==> config.mk <==
export PLATFORM = sky130hd
export DESIGN_NAME = ps_upsizer
export DESIGN_NICKNAME = d
export VERILOG_FILES = /design/src/rtl/ps_pkg.sv /design/src/rtl/ps_upsizer.sv
export SDC_FILE = /design/constraint.sdc
export NUM_CORES = 1
export LEC_CHECK = 0
export BUFFER_PORTS_ARGS = -buffer_cell sky130_fd_sc_hd__buf_2
export CAP_MARGIN = 25
export CORE_MARGIN = 2
export CORE_UTILIZATION = 56
export CTS_CLUSTER_DIAMETER = 40
export DETAILED_ROUTE_END_ITERATION = 6
export GPL_ROUTABILITY_DRIVEN = 1
export GPL_TIMING_DRIVEN = 0
export HOLD_SLACK_MARGIN = 0.06
export PLACE_DENSITY_LB_ADDON = 0.08
export SLEW_MARGIN = 20
export SYNTH_ARGS = -nofsm -noshare
export SYNTH_HDL_FRONTEND = slang
export SYNTH_SLANG_ARGS = --single-unit
==> constraint.sdc <==
create_clock -name clk -period 3.8 [get_ports clk]
set_input_delay 0.19 -clock clk [delete_from_list [all_inputs] [get_ports clk]]
set_output_delay 0.19 -clock clk [all_outputs]
set_load 0.005 [all_outputs]
==> src/rtl/ps_pkg.sv <==
// ps_pkg: shared PacketStream helpers.
//   ps_cnt_width(ratio) - width of a lane-count field able to hold ratio-1,
//                         never narrower than one bit.
package ps_pkg;

  function automatic int ps_cnt_width(input int ratio);
    int w;
    w = $clog2(ratio);
    return (w < 1) ? 1 : w;
  endfunction

endpackage

==> src/rtl/ps_upsizer.sv <==
// ps_upsizer: PacketStream width up-converter.
// Packs RATIO consecutive IWIDTH-bit input words into one IWIDTH*RATIO-bit
// output word (first word of a group in lane 0). An end-of-packet word
// flushes a partial group with the unused upper lanes zeroed, and o_cnt
// reports the number of valid lanes minus one.
//
// Handshake: a word moves on either side when val & rdy are both high at a
// rising clk edge. i_rdy depends only on the output register (~o_val | o_rdy),
// never on i_val/i_eop, so the input stalls only while a finished word waits.
//
// Ports:
//   clk, reset       clock, asynchronous active-low reset
//   i_dat/i_val/i_eop/i_rdy   narrow input stream
//   o_dat/o_val/o_eop/o_cnt/o_rdy  wide output stream (all registered but i_rdy)
module ps_upsizer
  import ps_pkg::*;
#(
  parameter int IWIDTH = 8,
  parameter int RATIO  = 4,
  localparam int CWIDTH = ps_cnt_width(RATIO)
) (
  input  logic                     clk,
  input  logic                     reset,
  input  logic [IWIDTH-1:0]        i_dat,
  input  logic                     i_val,
  input  logic                     i_eop,
  output logic                     i_rdy,
  output logic [IWIDTH*RATIO-1:0]  o_dat,
  output logic                     o_val,
  output logic                     o_eop,
  output logic [CWIDTH-1:0]        o_cnt,
  input  logic                     o_rdy
);

  localparam int OWIDTH = IWIDTH * RATIO;
  localparam logic [CWIDTH-1:0] LAST = CWIDTH'(RATIO - 1);

  logic [CWIDTH-1:0] idx;
  logic [OWIDTH-1:0] acc;
  logic [OWIDTH-1:0] acc_nxt;
  logic [OWIDTH-1:0] packed_dat;
  logic              accept;
  logic              complete;

  assign i_rdy    = ~o_val | o_rdy;
  assign accept   = i_val & i_rdy;
  assign complete = accept & ((idx == LAST) | i_eop);

  // Per-lane views: acc_nxt is the accumulator after a non-completing write,
  // packed_dat is the word handed to the output register on completion
  // (lanes below idx from acc, lane idx from the incoming word, rest zero).
  for (genvar k = 0; k < RATIO; k++) begin : g_lane
    localparam logic [CWIDTH-1:0] K = CWIDTH'(k);
    logic [IWIDTH-1:0] acc_lane;

    assign acc_lane = acc[k*IWIDTH +: IWIDTH];
    assign acc_nxt[k*IWIDTH +: IWIDTH] =
      complete ? '0 : ((idx == K) ? i_dat : acc_lane);
    assign packed_dat[k*IWIDTH +: IWIDTH] =
      (K < idx) ? acc_lane : ((K == idx) ? i_dat : '0);
  end

  // Accumulator and lane index.
  always_ff @(posedge clk or negedge reset) begin
    if (!reset) begin
      acc <= '0;
      idx <= '0;
    end else if (accept) begin
      acc <= acc_nxt;
      idx <= complete ? '0 : idx + 1'b1;
    end
  end

  // Output register. A completing word reloads it even at the edge where the
  // previous word drains, so back-to-back outputs carry no bubble.
  always_ff @(posedge clk or negedge reset) begin
    if (!reset) begin
      o_dat <= '0;
      o_val <= 1'b0;
      o_eop <= 1'b0;
      o_cnt <= '0;
    end else if (complete) begin
      o_dat <= packed_dat;
      o_val <= 1'b1;
      o_eop <= i_eop;
      o_cnt <= idx;
    end else if (o_rdy) begin
      o_val <= 1'b0;
    end
  end

endmodule

# Yosys cells after proc, flatten, opt, wreduce, memory -nomap -nowiden
# Index checks and enable logic that the tools add are counted.
# op_classes
eq_ne,6
reduce_logical,10
add_sub_neg,1
mux,19
n_lt_le_gt_ge,4
bitwise,5
# ops
operator,n
2-to-1 mux 8 bit,16
nonzero test 2 bit,5
AND reduction 2 bit,4
"equality test 2 bit, first input constant",2
"equality test 2 bit, second input constant",2
"< comparator 1 x 2 -> 1 bit, first input constant",2
"< comparator 2 bit, first input constant",2
"adder 2 x 1 -> 2 bit, second input constant",1
AND 1 bit,2
"equality test 1 x 2 -> 1 bit, first input constant",1
"equality test 2 x 1 -> 1 bit, second input constant",1
logical NOT 2 bit,1
2-to-1 mux 1 bit,2
2-to-1 mux 2 bit,1
bitwise OR 1 bit,2
NOT 1 bit,1
# word_totals
ff_bits,70
wordCells,54
inputBits,13
output_inout_bits,37

# Depth between registers and ports, before layout
# depth
word_depth,6
mapped_depth,6
ltp_nobuf,5

# Worst setup path after synthesis
# OpenSTA, ideal clock, no wires.
# synth_timing
path_kind,flip-flop to flip-flop
from,register idx[1]
to,register o_dat[2]
stages_incl_launch_ff,6
synth_period_minus_slack_ps,1717
setup_time_ps,127
setup_slack_ps,2083
arrival_ps,1589
path_buffers,1
required_time_ps,3673
cell_sequence,dfrtp_1 > inv_1 > ha_1 > clkbuf_2 > mux2_2 > mux2_1
# synth_between
elab_chain_len,3
elab_cells_between_ends,7
classes_between,order compare (1); eq/ne (1); mux (2); bitwise (2); reduce/logical (1)
# synth_lines
element,line,rtl
"start, declared",ps_upsizer.sv:38,logic [CWIDTH-1:0] idx;
"start signal, assigned",ps_upsizer.sv:70,idx <= complete ? '0 : idx + 1'b1;
equality test 2 bit or logical NOT 2 bit (tied branches),"ps_upsizer.sv:47, ps_upsizer.sv:60",
bitwise OR 1 bit or 2-to-1 mux 8 bit (tied branches),"ps_upsizer.sv:47, ps_upsizer.sv:60",
AND 1 bit or 2-to-1 mux 8 bit (tied branches),"ps_upsizer.sv:47, ps_upsizer.sv:60",
"end signal, assigned",ps_upsizer.sv:83,o_dat <= packed_dat;
"end, declared",ps_upsizer.sv:28,"output logic [IWIDTH*RATIO-1:0] o_dat,"
# Several ways; a longest one is shown, not always the timed one.
# A chain may end at the register's enable or synchronous reset.

# Worst setup path in the final report
# layout_timing
from,register idx[1]
to,register acc[5]
# layout_between
elab_chain_len,5
elab_cells_between_ends,7
classes_between,eq/ne (1); mux (1); bitwise (2); reduce/logical (3)
# layout_lines
element,line,rtl
equality test 2 bit,ps_upsizer.sv:47,assign complete = accept & ((idx == LAST) | i_eop);
bitwise OR 1 bit,ps_upsizer.sv:47,
AND 1 bit,ps_upsizer.sv:47,
nonzero test 2 bit (no line),n/a,
AND reduction 2 bit (no line),n/a,
"end signal, assigned",ps_upsizer.sv:69,acc <= acc_nxt;
"end, declared",ps_upsizer.sv:39,logic [OWIDTH-1:0] acc;
# Several ways; a longest one is shown, not always the timed one.

==> qor.yml <==
outcome:
  status: "complete, no violations"
logic_synthesis:
  number_of_synthesized_flops_with_an_enable_pin: 0
  synth-seq-cells: 62
  synth_area_leader_cell: "sky130_fd_sc_hd__dfrtp_1"
  synth-xor-area-share: 0
  synth-main-ff-cell: "sky130_fd_sc_hd__dfrtp_1"
  synth_fp_nets: 226
  synth_async_sr_flop_share: 1.00
  synth.yosys.warnings: 0
  synthDistinctLibCells: 30
  synthesis.area_per_instance_um2: 13.5
  synthesis.area_mm2: 0.00281
  synth_adder_area_share: 0.0223
  compound_gate_portion_of_the_synthesized_area: 0.178
  synth_simple_gate_area_frac: 0.104
  synth_top_family_by_area: "compound AO/OA/AOI/OAI gates"
  ys_top_cells_by_area: "sky130_fd_sc_hd__dfrtp_1 (55%), sky130_fd_sc_hd__mux2_2 (10%), sky130_fd_sc_hd__a22o_1 (10%)"
  synthesis.instances: 208
  post_synth_mux_area_share: 0.108
  synth_largest_type_area_fraction: 0.553
  synth.yosys.seq_area_share: 0.553
power:
  finalPower_w: 0.00219
  power_density_mw_per_mm2: 652
  ir_worst_vdd_uv: 355
  leakage_nw: 1.66
routing:
  route.detailed.wl_per_inst_um: 17.7
  routed_wl_um: 6010
  route.detailed.vias_per_inst: 5.81
  route.antenna.remaining_nets: 0
  number_of_drc_markers_in_iteration_0: 212
  routed-via-count: 1971
  remaining_drc_errors: 0
  drt_first_pass_iters: 4
clocking:
  clock_latency_ns: 0.34
  clk_transition_reported_paths_ns: 0.07
  tritoncts: "yes"
  h-tree-depth: 3
  clock-sinks: 62
  cts_buffer_depth: 2
  clk_root_buffer_cell: "sky130_fd_sc_hd__clkbuf_8"
  numCtsBuffers: 9
  cts_repair_resized_insts: 0
placement:
  dp.final_hpwl_um: 4030
  numPortBuffers: 47
  place_ws_ns: 1.84
  gp_congestion: 0.843
global_routing:
  grt_pass1_vias: 1920
  antenna_found_initial: 0
  largest_net_degree_at_the_start_of_global_routing: 63
  grt_first_pass_wirelength_um: 10000
  grt_util_all_layers: 0.248
  gr-total-overflow: 0
run:
  maximum_capacitance_violations: 0
setup_path:
  end_kind: "flop"
  reg2reg_depth: 5
  timing.critical_path.slowest_stage_cell: "sky130_fd_sc_hd__dfrtp_1"
  cpLargestDelayFamily: "flip-flops"
  cp.buffers_inverters: 2
  critical_path_peak_fanout: 10
  worstPathCellList: "inv_1 -> ha_1 -> clkbuf_2 -> nor4b_4 -> a22o_1"
  critPathKind: "flop to flop"
  cp_data_arrival_time_ns: 2.24
  crit_path_max_incr_delay_ns: 0.52
  required_ns: 4.07
  worst-path-stages: 5
  crit_path_start_kind: "flop"
timing:
  holdWs_ns: 0.163
  final.setup_skew_ns: 0.0102
  setup_repair_after_global_routing_missed_its_margin: "no"
  worst_margin_pin_slew_ns: 0.759
  layout_min_cycle_time_ns: 1.96
  hold_violations: 0
  finalWorstSetupSlack_ns: 1.84
  clock.fmax_ghz: 0.510
  timing.final.setup_violations: 0
  timing.setup.tns_ns: 0
  post-route-period-util: 0.516
  max-slew-margin-rel: 0.494
  slew_violations: 0
min_path:
  min-delay-path-class: "primary input to flop"
  min_path_cells: 3
die:
  die_height_um: 74.8
  dieWidth_um: 74.8
  initial_core_util: 0.586
  ioPinCount: 50
  placementRows: 25
  design.die.area_mm2: 0.00559
  core-area_mm2: 0.00479
cells_and_area:
  most-common-layout-cells: "sky130_fd_sc_hd__dfrtp_1 (62), sky130_fd_sc_hd__buf_2 (48), sky130_fd_sc_hd__a22o_1 (32), sky130_fd_sc_hd__mux2_2 (26), sky130_fd_sc_hd__nand2_1 (24)"
  antenna_cells: 0
  layout.filler_cells: 381
  final_layout_size_suffix_gt1_frac: 0.401
  layout.nets: 285
  post-route-util: 0.701
  layout-area-overhead-vs-synth_pct: 19.5
  layout.cells.most_common: "sky130_fd_sc_hd__dfrtp_1"
flip-flops by register name, indices dropped and copies added (netlist names):
signal / count
o_dat: 32
acc: 24
idx: 2
o_cnt: 2
o_eop: 1
o_val: 1
final timing paths:
check                           slack [ns]                     to                 start
worst max-delay path                  1.84     acc[5]$_DFFE_PN0P_    idx[1]$_DFFE_PN0P_
worst min-delay path                  0.16      o_eop$_DFFE_PN0P_                 i_eop
worst max register to register        1.84     acc[5]$_DFFE_PN0P_    idx[1]$_DFFE_PN0P_
worst min register to register        0.49   o_cnt[1]$_DFFE_PN0P_  o_cnt[1]$_DFFE_PN0P_
max in group asynchronous             2.83  o_dat[28]$_DFFE_PN0P_                 reset
min in group asynchronous             0.46     idx[0]$_DFFE_PN0P_                 reset
area by class of cell:
type                            instances  area, um2  share of cell area
Buffer                                 10       75.1              0.0224
Clock buffer                           13        149              0.0444
Clock inverter                          3       67.6              0.0201
Inverter                                5       21.3             0.00634
Multi-Input combinational cell        131       1160               0.345
Sequential cell                        62       1550               0.463
Tap cell                               67       83.8              0.0250
Timing Repair Buffer                   48        248              0.0739
power by group:
part / switching [W] / internal [W]
sequential: 0.000109 / 0.000840
clock: 0.000239 / 0.000388
combinational: 0.000284 / 0.000325
total: 0.000632 / 0.00155
cells in the mapped netlist, types with 2 or more instances:
master / count
sky130_fd_sc_hd__o21ai_0: 12
sky130_fd_sc_hd__clkbuf_1: 2
sky130_fd_sc_hd__a221o_1: 7
sky130_fd_sc_hd__o211ai_2: 3
sky130_fd_sc_hd__a22o_1: 32
sky130_fd_sc_hd__nand2_1: 24
sky130_fd_sc_hd__mux2_2: 26
sky130_fd_sc_hd__nor4b_4: 3
sky130_fd_sc_hd__inv_1: 3
sky130_fd_sc_hd__nor4_1: 2
sky130_fd_sc_hd__buf_2: 2
sky130_fd_sc_hd__dfrtp_1: 62
sky130_fd_sc_hd__buf_6: 4
sky130_fd_sc_hd__ha_1: 5
sky130_fd_sc_hd__nor4_4: 2
sky130_fd_sc_hd__o31a_1: 5
logic make-up (layout without fill, tap and decap cells):
logic type,after synthesis,in the layout
DFF,62,62
and+or+nand+nor,39,39
adders and majority gates,5,5
muxes,27,27
buffers and inverters,15,79
AOI/OAI and AO/OA,60,60
metal layers:
layer	global-route usage	vias to the layer above	share of wire
met2	0.363	66	0.46
li1	-	897	-
met4	0.129	0	0.028
met1	0.356	991	0.45
met3	0.0415	17	0.062
met5	0	-	0
worst register-to-register path, delay by kind of cell (launching register included):
kind	cells	cell delay [ns]
AND/OR/NAND/NOR	1	0.51
flip-flops	1	0.52
buffers and inverters	2	0.47
adder cells (fa/ha/maj)	1	0.17
AO/OA/AOI/OAI	1	0.23
what timing repair did:
action                                  in CTS  in global routing
setup buffers                                0                  0
endpoints found under the setup margin       0                  0
hold endpoints to repair                    62                  0
hold buffers                                 1                  0
through the flow:
stage / std cells / instance area (um2)
after floorplan: 208 / 2810
after detailed placement: 322 / 3130
final: 339 / 3350
after global routing: 339 / 3350
after global placement: 322 / 3120
after CTS: 339 / 3350
Power figures use the tool's default switching activity.
